$ cat src/rtl/note_tone_gen_if.sv
// rtl/note_tone_gen_if.sv - note/enable request and tone status bundle for note_tone_gen
//
// Purpose: groups the note request inputs and the tone outputs of note_tone_gen.
//   master : the note source side (decoder / testbench); drives the note request, reads status.
//   slave  : the tone generator side.
// Signals:
//   note     [3:0] note code, 0=none, 1..8 = C D E F G A B C5, 9..15 treated as none
//   enable         0 silences at the next half-period boundary
//   oct      [1:0] octave shift, present only when TONE_OCTAVE_EN is defined
//   FREQ           square wave to the speaker
//   active         1 while a tone is being generated
//   cur_note [3:0] note code currently sounding, 0 when silent
//   tick           one-cycle pulse on each FREQ toggle
interface note_tone_gen_if;
  logic [3:0] note;
  logic       enable;
`ifdef TONE_OCTAVE_EN
  logic [1:0] oct;
`endif
  logic       FREQ;
  logic       active;
  logic [3:0] cur_note;
  logic       tick;

`ifdef TONE_OCTAVE_EN
  modport master (output note, enable, oct, input FREQ, active, cur_note, tick);
  modport slave  (input note, enable, oct, output FREQ, active, cur_note, tick);
`else
  modport master (output note, enable, input FREQ, active, cur_note, tick);
  modport slave  (input note, enable, output FREQ, active, cur_note, tick);
`endif
endinterface

$ cat src/rtl/note_tone_gen.sv
// rtl/note_tone_gen.sv - glitch-free square-wave note generator with boundary-aligned note changes
//
// Purpose: turns the decoder's note code into a square wave on FREQ. Each note has
//   its own half-period HALF(n) = CLK_HZ/(2*f). Note, enable and octave changes
//   are only taken at half-period boundaries, so no runt pulses are produced.
// Optional feature macro: TONE_OCTAVE_EN adds bus.oct; reload becomes (HALF(n) >> oct) - 1.
// Ports:
//   CLK   system clock, rising edge
//   RESET asynchronous active-high reset
//   bus   note_tone_gen_if.slave: note/enable(/oct) in, FREQ/active/cur_note/tick out
module note_tone_gen #(
  parameter int CLK_HZ = 100000000,
  parameter int CNT_W  = 18
) (
  input  logic            CLK,
  input  logic            RESET,
  note_tone_gen_if.slave  bus
);

  localparam logic [CNT_W-1:0] HALF_C  = CNT_W'(CLK_HZ / (2 * 262));
  localparam logic [CNT_W-1:0] HALF_D  = CNT_W'(CLK_HZ / (2 * 294));
  localparam logic [CNT_W-1:0] HALF_E  = CNT_W'(CLK_HZ / (2 * 330));
  localparam logic [CNT_W-1:0] HALF_F  = CNT_W'(CLK_HZ / (2 * 349));
  localparam logic [CNT_W-1:0] HALF_G  = CNT_W'(CLK_HZ / (2 * 392));
  localparam logic [CNT_W-1:0] HALF_A  = CNT_W'(CLK_HZ / (2 * 440));
  localparam logic [CNT_W-1:0] HALF_B  = CNT_W'(CLK_HZ / (2 * 494));
  localparam logic [CNT_W-1:0] HALF_C5 = CNT_W'(CLK_HZ / (2 * 523));

  typedef enum logic {IDLE, PLAY} state_t;

  state_t           state;
  logic [3:0]       pending;
  logic [1:0]       oct_q;
  logic [CNT_W-1:0] counter;
  logic [CNT_W-1:0] span;
  logic [CNT_W-1:0] reload;
  logic             note_ok;

  function automatic logic [CNT_W-1:0] half_of(input logic [3:0] n);
    case (n)
      4'd1:    half_of = HALF_C;
      4'd2:    half_of = HALF_D;
      4'd3:    half_of = HALF_E;
      4'd4:    half_of = HALF_F;
      4'd5:    half_of = HALF_G;
      4'd6:    half_of = HALF_A;
      4'd7:    half_of = HALF_B;
      4'd8:    half_of = HALF_C5;
      default: half_of = '0;
    endcase
  endfunction

  assign note_ok = (bus.note != 4'd0) && (bus.note <= 4'd8);

`ifdef TONE_OCTAVE_EN
  // Octave is registered alongside the note so both land in the same cycle.
  always_ff @(posedge CLK or posedge RESET) begin
    if (RESET) oct_q <= 2'd0;
    else       oct_q <= bus.oct;
  end
`else
  assign oct_q = 2'd0;
`endif

  // Reload value for the pending note; a shifted span of 0 is clamped so the
  // counter can never wrap.
  always_comb begin
    span   = half_of(pending) >> oct_q;
    reload = (span == '0) ? '0 : span - CNT_W'(1);
  end

  always_ff @(posedge CLK or posedge RESET) begin
    if (RESET) begin
      state        <= IDLE;
      pending      <= 4'd0;
      counter      <= '0;
      bus.FREQ     <= 1'b0;
      bus.active   <= 1'b0;
      bus.cur_note <= 4'd0;
      bus.tick     <= 1'b0;
    end else begin
      pending  <= (bus.enable && note_ok) ? bus.note : 4'd0;
      bus.tick <= 1'b0;
      case (state)
        IDLE: begin
          if (pending != 4'd0) begin
            state        <= PLAY;
            bus.active   <= 1'b1;
            bus.cur_note <= pending;
            counter      <= reload;
            bus.FREQ     <= 1'b1;
            bus.tick     <= 1'b1;
          end
        end
        PLAY: begin
          if (counter != '0) begin
            counter <= counter - CNT_W'(1);
          end else if (pending != 4'd0) begin
            // Same or new note: either way reload from pending and toggle.
            bus.cur_note <= pending;
            counter      <= reload;
            bus.FREQ     <= ~bus.FREQ;
            bus.tick     <= 1'b1;
          end else begin
            // Stop: a finished high phase still falls (and ticks); a finished
            // low phase just stays low, so no partial high pulse appears.
            state        <= IDLE;
            bus.active   <= 1'b0;
            bus.cur_note <= 4'd0;
            bus.FREQ     <= 1'b0;
            bus.tick     <= bus.FREQ;
          end
        end
        default: state <= IDLE;
      endcase
    end
  end

endmodule

$ cat src/flat_wrapper.sv
// flat-port wrapper written by rule: the top's interface ports become plain ports
module note_tone_gen_flat 
#(
  parameter int CLK_HZ = 100000000,
  parameter int CNT_W  = 18
)
  (CLK, RESET, bus_note, bus_enable, bus_FREQ, bus_active, bus_cur_note, bus_tick);
  note_tone_gen_if bus_i ();
  input  logic CLK;
  input  logic RESET;
  input wire logic [$bits(bus_i.note)-1:0] bus_note;
  input wire logic [$bits(bus_i.enable)-1:0] bus_enable;
  output wire logic [$bits(bus_i.FREQ)-1:0] bus_FREQ;
  output wire logic [$bits(bus_i.active)-1:0] bus_active;
  output wire logic [$bits(bus_i.cur_note)-1:0] bus_cur_note;
  output wire logic [$bits(bus_i.tick)-1:0] bus_tick;
  assign bus_i.note = bus_note;
  assign bus_i.enable = bus_enable;
  assign bus_FREQ = bus_i.FREQ;
  assign bus_active = bus_i.active;
  assign bus_cur_note = bus_i.cur_note;
  assign bus_tick = bus_i.tick;
  note_tone_gen #(.CLK_HZ(CLK_HZ), .CNT_W(CNT_W)) u_core (.CLK(CLK), .RESET(RESET), .bus(bus_i));
endmodule
$ cat config.mk
export PLATFORM = sky130hd
export DESIGN_NAME = note_tone_gen_flat
export DESIGN_NICKNAME = d
export VERILOG_FILES = /design/src/rtl/note_tone_gen_if.sv /design/src/rtl/note_tone_gen.sv /design/src/flat_wrapper.sv
export SDC_FILE = /design/constraint.sdc
export NUM_CORES = 1
export LEC_CHECK = 0
export ABC_AREA = 1
export CAP_MARGIN = 30
export CORE_MARGIN = 4
export CORE_UTILIZATION = 55
export CTS_CLUSTER_SIZE = 16
export DETAILED_ROUTE_END_ITERATION = 10
export PLACE_DENSITY = 0.71
export SLEW_MARGIN = 20
export SYNTH_ARGS = -nofsm -noshare
export SYNTH_HDL_FRONTEND = slang
export SYNTH_SLANG_ARGS = --single-unit
$ cat constraint.sdc
create_clock -name CLK -period 3.72 [get_ports CLK]
set_input_delay 0.372 -clock CLK [delete_from_list [all_inputs] [get_ports CLK]]
set_output_delay 0.372 -clock CLK [all_outputs]
set_load 0.02 [all_outputs]
Yosys cells after proc, flatten, opt, wreduce, memory -nomap -nowiden --
Memories as Yosys holds them, arrays and structs flattened. Cells that the tools add are included.
Word-level totals: register bits after elaboration 30, memory bits (read-only) 288, input bits 7, output and inout port bits 7, logic and storage cells 46, memories 1
Cells by class: add/sub/neg operators 2, $lt $le $gt $ge 1, eq/ne operators 3, multiplexer cells 22, bitwise logic cells 2, reductions and logical operators 8
Memories:
- (no name shown) | depth 16, width 18, read ports 1, clocked after memory_dff 0, wr ports 0, line note_tone_gen.sv:40 | case (n)
Operators by type and width (number):
- two-way mux 18 bit | 3
- case mux 18 bit (2 select lines) | 1
- subtractor 18 x 1 -> 18 bit (second input constant) | 2
- logical NOT 18 bit | 1
- nonzero test 18 bit | 1
- two-way mux 4 bit | 4
- two-way mux 1 bit | 9
- case mux 1 bit (2 select lines) | 4
- case mux 4 bit (2 select lines) | 1
- nonzero test 4 bit | 2
- <= comparator 4 bit (second input constant) | 1
- != test 2 bit (second input constant) | 2
- AND reduction 3 bit | 1
- logical AND 1 bit | 2
- != test 2 x 1 -> 1 bit (second input constant) | 1
- NOT 1 bit | 2
- AND reduction 2 bit | 1

Longest topological paths before layout --
Gate-level depths: netlist of run 1. An unclocked memory read counts as a cell.
depth after elaboration 6, gate-level depth with buffers 14, depth with buffers taken out 14

Worst setup path before layout of run 1 --
Ideal clock, no wire load.
path type reg2reg, start point register u_core.pending[0], end point register u_core.counter[9], setup time 0.128 ns, arrival 2.035 ns, data required time 3.592 ns, setup slack 1.558 ns, stages on the path, launching flop included 15, path buffers 1, period minus slack after synthesis 2.162 ns, cells stage by stage dfrtp_1 inv_1 ha_1 nand3_4 buf_2 nand2_1 inv_1 ha_1 nand3_2 nor2_4 nand3_4 nand2_2 inv_2 nand2_1 nand3_1
Between the ends: word-level cells in the longest chain between the ends 6, elaborated cells between the ends (all ways) 8, those cells by class add/sub: 1; mux: 4; reduce/logical: 2; memory: 1
Ends and longest elaborated chain:
- start, declared | line note_tone_gen.sv:32 | logic [3:0] pending;
- start signal, assigned | line note_tone_gen.sv:82 | pending <= (bus.enable && note_ok) ? bus.note : 4'd0;
- memory read (16 x 18 bit)
- subtractor 18 x 1 -> 18 bit / logical NOT 18 bit (equally long branches) | line note_tone_gen.sv:69 | reload = (span == '0) ? '0 : span - CNT_W'(1);
- two-way mux 18 bit | line note_tone_gen.sv:69
- two-way mux 18 bit (*) | line note_tone_gen.sv:86, note_tone_gen.sv:98
- two-way mux 18 bit | line note_tone_gen.sv:96 | if (counter != '0) begin
- case mux 18 bit (2 select lines) (*) | line note_tone_gen.sv:84 | case (state)
- end signal, assigned | line note_tone_gen.sv:90 | counter <= reload;
- end signal, assigned | line note_tone_gen.sv:97 | counter <= counter - CNT_W'(1);
- end signal, assigned | line note_tone_gen.sv:101 | counter <= reload;
- end, declared | line note_tone_gen.sv:34 | logic [CNT_W-1:0] counter;
Mark *: on every way between the ends. The rest lies on a longest branch, timed or not. A chain may end at the register's enable or synchronous reset.

Final worst setup path of run 1 --
start point register u_core.pending[0], end point register u_core.counter[12]
Same word-level chain as after synthesis.

==> impl_metrics.py, run 1 <==
metrics = {
    "run_status": {
        "outcome": "finished, final reports clean",
    },
    "placement": {
        "placed_area_um2": 2560,
        "io_buffers": 13,
        "post-place-ws_ns": 1.38,
        "dp_cells": 396,
        "gp_congestion": 0.899,
        "dp_hpwl_mm": 4.12,
    },
    "timing": {
        "final_hold_viol_count": 0,
        "maxSlewHeadroom_pct": 65.7,
        "maxSlewViolCount": 0,
        "setup-tns-final_ns": 0,
        "finalSetupViolCount": 0,
        "fin_worst_skew_ns": 0.00525,
        "grt_setup_unrepaired": "false",
        "post-route-period-util_pct": 63.2,
        "fin_crit_ns": 2.35,
        "max_clock_freq_mhz": 425,
        "tightest_slew_ns": 0.513,
        "worst_slack_ns": 1.37,
    },
    "floorplan": {
        "top_level_ports": 14,
        "dieArea_um2": 5510,
        "start_util_pct": 58.7,
        "rows": 23,
        "dieHeight_um": 74.2,
        "core_area_um2": 4120,
        "die_w_um": 74.2,
    },
    "logic_synthesis": {
        "synth_area_um2": 2410,
        "yosysWarnings": 0,
        "seq_area_frac_synth_pct": 31.1,
        "synth-seq-cells": 30,
        "synthDistinctLibCells": 32,
        "syn-num-nets": 354,
        "syn_area_per_cell_um2": 7.14,
        "synth_cells": 338,
    },
    "global_route": {
        "grt_pass1_vias": 2062,
        "grt-ovfl-total": 0,
        "grt_max_degree": 31,
        "grt_pass1_wl_mm": 9.28,
        "antenna_found_initial": 0,
        "globalRouteTotalUtil_pct": 21.9,
    },
    "clocking": {
        "cts_max_path_buffers": 2,
        "post_cts_buffers": 0,
        "cts.sinks": 30,
        "cts-root-buf": "clkbuf_8",
        "cts_tree": "done",
        "clk_latency_ns": 0.28,
        "h-tree-depth": 2,
        "cts_buffers": 5,
        "cts-hold-fix-buffers": 0,
        "post_cts_resized": 0,
        "cts.clk_slew.worst_paths_ns": 0.07,
    },
    "route": {
        "post_drt_wl_per_cell_um": 13.2,
        "postRouteAntennaNets": 0,
        "routed_wl_mm": 5.32,
        "num_vias": 2127,
        "drt_iter0_drc": 109,
        "drtPass1Iterations": 4,
        "drc_errors": 0,
        "via_per_inst": 5.28,
    },
    "finish": {
        "layout_common_cells": "86 x nand2_1, 48 x inv_1, 31 x nor2_1",
        "finalInstanceArea_um2": 2680,
        "drive_above_1_share_pct": 13.0,
        "utilization_pct": 65.1,
        "diodes": 0,
        "syn_to_final_growth_pct": 10.9,
        "nets": 369,
        "final_cells": 403,
        "final_common_cell": "nand2_1",
    },
    "worst_setup_path": {
        "path_max_fanout": 7,
        "setup.worst_path.class": "register to register",
        "critPathLaunchType": "register",
        "cp.required_ns": 3.94,
        "crit_arrival_ns": 2.57,
        "endpoint_kind": "register",
    },
    "pwr": {
        "vdd.ir_drop.worst_uv": 316,
        "clockPowerShare_pct": 22.2,
        "seq_power_share_pct": 35.3,
        "powerDensity_nw_per_um2": 572,
        "p_comb_share_pct": 42.5,
        "internal-power_w": 0.000905,
        "p_sw_share_pct": 40.9,
        "p_sw_w": 0.000625,
        "p_leak_nw": 1.40,
    },
    "hold_path": {
        "hold_class": "primary input to asynchronous set/reset pin",
    },
    "job": {
        "drv_cap": 0,
    },
}
-- per-stage QoR --
stage	hold slack, ns	power, W
6_report	0.457	0.00153
5_1_grt	0.517	0.00167
4_1_cts	0.480	0.00154
3_5_place_dp	0.479	0.00119
3_3_place_gp	0.473	0.00119
2_1_floorplan	0.463	0.00103
-- kinds of logic (layout without fill, tap and decap cells) --
logic type                 count (synthesis)  after routing  synth area share [%]
and+or+nand+nor                          177            177                  37.1
buffers and inverters                     60             75                  10.6
DFF                                       30             30                  31.1
xor gates and xnor gates                  13             13                  4.72
AOI/OAI and AO/OA                         49             49                  11.8
adders and majority gates                  9              9                  4.67
-- metal layers --
metal / global-route usage (%) / share of wire [%] / vias up
met4: 6.72 / 1.9 / 0
li1: - / - / 1101
met3: 4.32 / 3.6 / 9
met5: 0 / 0 / -
met1: 30.0 / 47 / 972
met2: 35.2 / 48 / 45
-- registers in the layout, summed over array words and instances (netlist names) --
signal,cells
u_core.bus.FREQ,1
u_core.pending,4
u_core.counter,18
u_core.bus.tick,1
u_core.bus.active,1
u_core.state,1
u_core.bus.cur_note,4
-- cells in the mapped netlist (all sizes together) --
| cell | n | area share [%] |
|---|---|---|
| o21bai | 2 | 0.93 |
| a21boi | 1 | 0.31 |
| nor3 | 5 | 1.2 |
| o21ai | 28 | 6.3 |
| o211ai | 3 | 0.93 |
| dfrtp | 30 | 31 |
| nand3 | 37 | 12 |
| xor2 | 12 | 4.4 |
| or3 | 1 | 0.26 |
| xnor2 | 1 | 0.36 |
| nor3b | 1 | 0.31 |
| buf | 7 | 2.3 |
| nand4 | 2 | 0.52 |
| ha | 9 | 4.7 |
| nand2 | 94 | 16 |
| a21oi | 13 | 2.7 |
| nor2 | 37 | 7.0 |
| inv | 53 | 8.2 |
| o221ai | 1 | 0.36 |
| o31ai | 1 | 0.31 |
-- worst max-delay path, stage by stage (launching register included) --
cell and delay, ns:
dfrtp_1 0.45, inv_1 0.22, ha_1 0.28, nand2_1 0.13, nor2_1 0.42, buf_4 0.25, nand2_1 0.17, inv_1 0.18
nand2_1 0.06, nand2_1 0.05, inv_1 0.03, nand2_1 0.05
-- power groups by stage --
stage,registers (W),logic (W),clock network (W)
after floorplan,0.000538,0.000494,0
after global placement,0.000543,0.000649,0
after detailed placement,0.000544,0.000650,0
after CTS,0.000538,0.000656,0.000345
after global routing,0.000557,0.000750,0.000359
final,0.000540,0.000651,0.000340
-- path summary, 6_finish.rpt --
path / from / endpoint / cells past startpoint / slack, ns
max: u_core.pending[0] / u_core.counter[12] / 11 / 1.37
min: RESET / u_core.bus.cur_note[2] / 3 / 0.46
max reg2reg: u_core.pending[0] / u_core.counter[12] / 11 / 1.37
min reg2reg: u_core.bus.cur_note[3] / u_core.bus.cur_note[3] / 2 / 0.50
max in group asynchronous: RESET / u_core.bus.cur_note[3] / 3 / 2.97
min in group CLK: u_core.bus.cur_note[3] / u_core.bus.cur_note[3] / 2 / 0.50
-- final cells by class --
cell class,instances,area (um2)
Clock buffer,6,82.6
Clock inverter,1,30.0
Fill cell,371,1440
Inverter,53,199
Multi-Input combinational cell,248,1410
Sequential cell,30,751
Tap cell,50,62.6
Timing Repair Buffer,15,145
No activity file was read; power rests on OpenSTA's default activity.
==> run 2, diff against run 1 <==
Clock period 3.72 ns to 2.3 ns, I/O delays scaled along.
==> impl_metrics.py, run 2 (synthesis gave the netlist of run 1 again) <==
metrics = {
    "pwr": {
        "finalPower_w": 0.00249,
        "p_comb_share_pct": 42.8,
        "p_leak_nw": 1.43,
        "p_sw_w": 0.00102,
        "p_sw_share_pct": 40.9,
        "clockPowerShare_pct": 22.4,
        "seq_power_share_pct": 34.8,
        "powerDensity_nw_per_um2": 915,
        "internal-power_w": 0.00147,
        "vdd.ir_drop.worst_uv": 568,
    },
    "worst_setup_path": {
        "path_cells": "inv_1, ha_1, o21ai_2, ha_1, nand3_2, nor2_4, nand3_4, nand2_2, inv_2, nand2_1, nand3_1",
        "cp.required_ns": 2.47,
        "worstReg2RegEnd": "u_core.counter[9]",
        "cpMostUsedCell": "ha_1",
        "critPathLaunchType": "register",
        "crit_slowest_cell": "dfrtp_1",
        "worstRegToRegCells": 11,
        "crit_start": "u_core.pending[1]",
        "worstSetupEndpoint": "u_core.counter[9]",
        "worst_path_largest_cell_delay_ns": 0.44,
        "crit_arrival_ns": 2.28,
        "endpoint_kind": "register",
        "reg2reg_slack_ns": 0.20,
        "r2r_start": "u_core.pending[1]",
        "cp.depth": 11,
        "setup.worst_path.class": "register to register",
        "path_max_fanout": 6,
        "cp_top_family": "simple AND/OR/NAND/NOR gates",
        "crit_buf_inv": 2,
    },
    "placement": {
        "dp_hpwl_mm": 4.20,
        "io_buffers": 13,
        "gp_congestion": 0.895,
        "placed_area_um2": 2600,
    },
    "timing": {
        "fin_crit_ns": 2.10,
        "maxSlewHeadroom_pct": 72.7,
        "hold_slack_ns": 0.318,
        "tightest_slew_ns": 0.409,
        "fin_worst_skew_ns": 0.00814,
        "maxSlewViolCount": 0,
        "finalSetupViolCount": 0,
        "final_hold_viol_count": 0,
        "max_clock_freq_mhz": 475,
        "post-route-period-util_pct": 91.4,
        "grt_setup_unrepaired": "false",
        "setup-tns-final_ns": 0,
    },
    "floorplan": {
        "die_w_um": 74.2,
        "dieArea_um2": 5510,
        "top_level_ports": 14,
        "dieHeight_um": 74.2,
        "rows": 23,
        "start_util_pct": 58.7,
        "core_area_um2": 4120,
    },
    "finish": {
        "layout_common_cells": "86 x nand2_1, 48 x inv_1, 31 x nor2_1",
        "final_common_cell": "nand2_1",
        "diodes": 0,
        "finalInstanceArea_um2": 2720,
        "reg_top3": "u_core.counter x18, u_core.bus.cur_note x4, u_core.pending x4",
        "largest_reg_flops": 18,
        "drive_above_1_share_pct": 14.8,
        "nets": 374,
        "regMostFlops": "u_core.counter",
        "syn_to_final_growth_pct": 12.7,
    },
    "route": {
        "via_per_inst": 5.39,
        "postRouteAntennaNets": 0,
        "post_drt_wl_per_cell_um": 13.9,
        "routed_wl_mm": 5.66,
        "num_vias": 2201,
        "drtPass1Iterations": 4,
        "drt_iter0_drc": 150,
        "drc_errors": 0,
    },
    "global_route": {
        "antenna_found_initial": 0,
        "grt_pass1_wl_mm": 9.78,
        "globalRouteTotalUtil_pct": 23.5,
        "grt-ovfl-total": 0,
        "grt_max_degree": 31,
        "grt_pass1_vias": 2140,
    },
    "clocking": {
        "cts.clk_slew.worst_paths_ns": 0.07,
        "clk_latency_ns": 0.29,
        "cts-hold-fix-buffers": 0,
        "cts_tree": "done",
        "post_cts_buffers": 0,
        "cts-root-buf": "clkbuf_8",
        "h-tree-depth": 2,
        "post_cts_resized": 0,
        "cts.sinks": 30,
        "cts_max_path_buffers": 2,
        "cts_buffers": 5,
    },
    "job": {
        "drv_cap": 0,
    },
    "hold_path": {
        "hold_class": "primary input to asynchronous set/reset pin",
    },
    "run_status": {
        "outcome": "finished, final reports clean",
    },
}
run 2: worst register-to-register path, stage by stage, from the launching register on:
cell	delay (ns)
dfrtp_1	0.44
inv_1	0.15
ha_1	0.23
o21ai_2	0.24
ha_1	0.24
nand3_2	0.15
nor2_4	0.18
nand3_4	0.11
nand2_2	0.09
inv_2	0.04
nand2_1	0.06
nand3_1	0.06
run 2: layer usage:
metal | global-route usage, % | part of all wire (%)
met5 | 0 | 0
met4 | 10.3 | 2.8
met3 | 3.11 | 5.9
met2 | 38.5 | 47
met1 | 31.1 | 44
run 2: how the worst min path moves through the flow:
stage / from / end / cells past startpoint
finish: RESET / u_core.bus.cur_note[0] / 3
global route: RESET / u_core.state / 3
CTS: RESET / u_core.state / 3
global placement: u_core.bus.cur_note[3] / u_core.bus.cur_note[3] / 2
detailed placement: u_core.bus.cur_note[1] / u_core.bus.cur_note[1] / 2
floorplan: RESET / u_core.bus.FREQ / 1
run 2: final cells by class:
type / instances / area, um2
Clock buffer: 6 / 82.6
Timing Repair Buffer: 20 / 183
Multi-Input combinational cell: 248 / 1410
Clock inverter: 1 / 30.0
Inverter: 53 / 199
Fill cell: 373 / 1400
Sequential cell: 30 / 752
Tap cell: 50 / 62.6
run 2: power groups by stage:
stage | Combinational (W) | Clock (W) | Sequential (W)
floorplan | 0.000799 | 0 | 0.000870
global placement | 0.00104 | 0 | 0.000870
CTS | 0.00107 | 0.000570 | 0.000863
detailed placement | 0.00105 | 0 | 0.000872
global route | 0.00122 | 0.000590 | 0.000888
finish | 0.00106 | 0.000557 | 0.000867
run 2: per-stage QoR:
step	setup slack [ns]	instances	utilization [%]
finish	0.197	408	66.1
floorplan	0.138	338	-
global placement	0.132	401	63.2
CTS	0.0759	408	66.0
detailed placement	0.0823	401	63.2
global route	0.0111	408	66.1
==> run 3, diff against run 2 <==
Settings changed: CORE_MARGIN 4 to 2.
==> impl_metrics.py, run 3 (synthesis gave the netlist of run 1 again) <==
metrics = {
    "run_status": {
        "outcome": "finished, final reports clean",
    },
    "timing": {
        "worst_slack_ns": 0.238,
        "finalSetupViolCount": 0,
        "setup-tns-final_ns": 0,
        "tightest_slew_ns": 0.405,
        "post-route-period-util_pct": 89.7,
        "grt_setup_unrepaired": "false",
        "maxSlewViolCount": 0,
        "fin_worst_skew_ns": 0.0105,
        "maxSlewHeadroom_pct": 73.0,
        "final_hold_viol_count": 0,
        "max_clock_freq_mhz": 485,
        "fin_crit_ns": 2.06,
    },
    "global_route": {
        "grt_max_degree": 31,
        "grt_pass1_wl_mm": 10.1,
        "grt_pass1_vias": 2178,
        "globalRouteTotalUtil_pct": 26.0,
        "grt-ovfl-total": 0,
        "antenna_found_initial": 0,
    },
    "finish": {
        "syn_to_final_growth_pct": 12.9,
        "nets": 375,
        "drive_above_1_share_pct": 15.3,
        "diodes": 0,
        "final_common_cell": "nand2_1",
        "fillers": 406,
        "layout_common_cells": "86 x nand2_1, 48 x inv_1, 30 x nor2_1",
        "regMostFlops": "u_core.counter",
        "largest_reg_flops": 18,
        "reg_top3": "u_core.counter x18, u_core.bus.cur_note x4, u_core.pending x4",
    },
    "pwr": {
        "powerDensity_nw_per_um2": 918,
        "vdd.ir_drop.worst_uv": 397,
        "clockPowerShare_pct": 21.8,
        "p_sw_share_pct": 42.1,
        "finalPower_w": 0.00250,
        "p_comb_share_pct": 43.6,
        "p_leak_nw": 1.43,
        "seq_power_share_pct": 34.6,
        "p_sw_w": 0.00105,
        "internal-power_w": 0.00145,
    },
    "clocking": {
        "cts_tree": "done",
        "cts_buffers": 5,
        "cts-root-buf": "clkbuf_8",
        "cts-hold-fix-buffers": 0,
        "h-tree-depth": 2,
        "post_cts_buffers": 0,
        "cts_max_path_buffers": 2,
        "cts.sinks": 30,
        "cts.clk_slew.worst_paths_ns": 0.08,
        "clk_latency_ns": 0.30,
    },
    "worst_setup_path": {
        "endpoint_kind": "register",
        "setup.worst_path.class": "register to register",
        "crit_arrival_ns": 2.24,
        "path_cells": "inv_1, ha_1, nand2_1, nand2_1, nand2_1, inv_1, ha_1, nand3_2, nor2_4, nand3_4, nand2_2, inv_2, nand2_1, nand3_1",
        "worst_path_largest_cell_delay_ns": 0.45,
        "cp.required_ns": 2.48,
        "path_max_fanout": 7,
        "critPathLaunchType": "register",
        "crit_slowest_cell": "dfrtp_2",
        "cpMostUsedCell": "nand2_1",
    },
    "floorplan": {
        "start_util_pct": 56.2,
        "core_area_um2": 4290,
        "die_w_um": 70.2,
        "top_level_ports": 14,
        "dieArea_um2": 4930,
        "rows": 24,
        "dieHeight_um": 70.2,
    },
    "placement": {
        "dp_hpwl_mm": 4.37,
        "io_buffers": 13,
        "post-place-ws_ns": 0.206,
        "gp_congestion": 0.965,
    },
    "route": {
        "via_per_inst": 5.33,
        "post_drt_wl_per_cell_um": 13.9,
        "routed_wl_mm": 5.75,
        "drc_errors": 0,
        "drtPass1Iterations": 5,
        "num_vias": 2194,
        "drt_iter0_drc": 201,
        "postRouteAntennaNets": 0,
    },
    "hold_path": {
        "hold_class": "primary input to asynchronous set/reset pin",
    },
    "job": {
        "drv_cap": 0,
    },
}
run 3: cell count changes in the layout (fill, tap and decap cells not counted):
cell / before / now
clkbuf_8: 6 / 5
buf_4: 7 / 8
nor2_2: 3 / 4
nor2_1: 31 / 30
o21ai_2: 4 / 3
clkinv_2: 0 / 2
o21ai_1: 8 / 9
run 3: cell type report:
class | instances | area, um2 | share of cell area (%)
multi-input combinational | 248 | 1410 | 51.7
clock inverter | 3 | 40.0 | 1.47
sequential | 30 | 752 | 27.6
clock buffer | 5 | 68.8 | 2.53
tap | 52 | 65.1 | 2.39
timing repair buffer | 21 | 190 | 6.98
inverter | 53 | 199 | 7.30
run 3: routing by layer:
| metal | track usage [%] | share of wire [%] |
|---|---|---|
| met1 | 33.2 | 44 |
| met2 | 43.1 | 50 |
| met3 | 5.48 | 4.3 |
| met4 | 10.0 | 1.9 |
| met5 | 0 | 0 |
run 3: worst paths after layout:
kind	start	endpoint	slack, ns	cells past startpoint
worst max-delay path	u_core.pending[0]	u_core.counter[9]	0.24	14
worst min-delay path	RESET	u_core.counter[10]	0.31	3
worst max register to register	u_core.pending[0]	u_core.counter[9]	0.24	14
worst min register to register	u_core.bus.cur_note[2]	u_core.bus.cur_note[2]	0.49	2
max in group asynchronous	RESET	u_core.pending[0]	1.67	3
min in group CLK	bus_note[2]	u_core.pending[2]	0.48	3
run 3: power groups by stage:
stage               Sequential [W]  Combinational (W)  Clock (W)
floorplan                 0.000870           0.000799          0
global placement          0.000872            0.00107          0
detailed placement        0.000875            0.00108          0
CTS                       0.000867            0.00109   0.000550
global route              0.000896            0.00125   0.000573
finish                    0.000865            0.00109   0.000545
run 3: timing repair:
item / in CTS / in global routing
resized for setup: 0 / 2
setup endpoints to repair: 0 / 2
endpoints found under the hold margin: 0 / 0
run 3: through the flow:
stage	instance area, um2	instances	hold slack, ns	utilization, %
6_report	2730	412	0.312	63.5
5_1_grt	2730	412	0.396	63.5
4_1_cts	2720	412	0.336	63.4
3_5_place_dp	2610	404	0.478	60.8
3_3_place_gp	2610	404	0.472	60.8
2_1_floorplan	2410	338	0.321	-
run 3: worst max-delay path, delay by kind of cell (launching register included):
kind	cells	cell delay (ns)
adders and majority gates	2	0.37
buffers and inverters	3	0.29
DFF	1	0.45
and+or+nand+nor	9	0.82
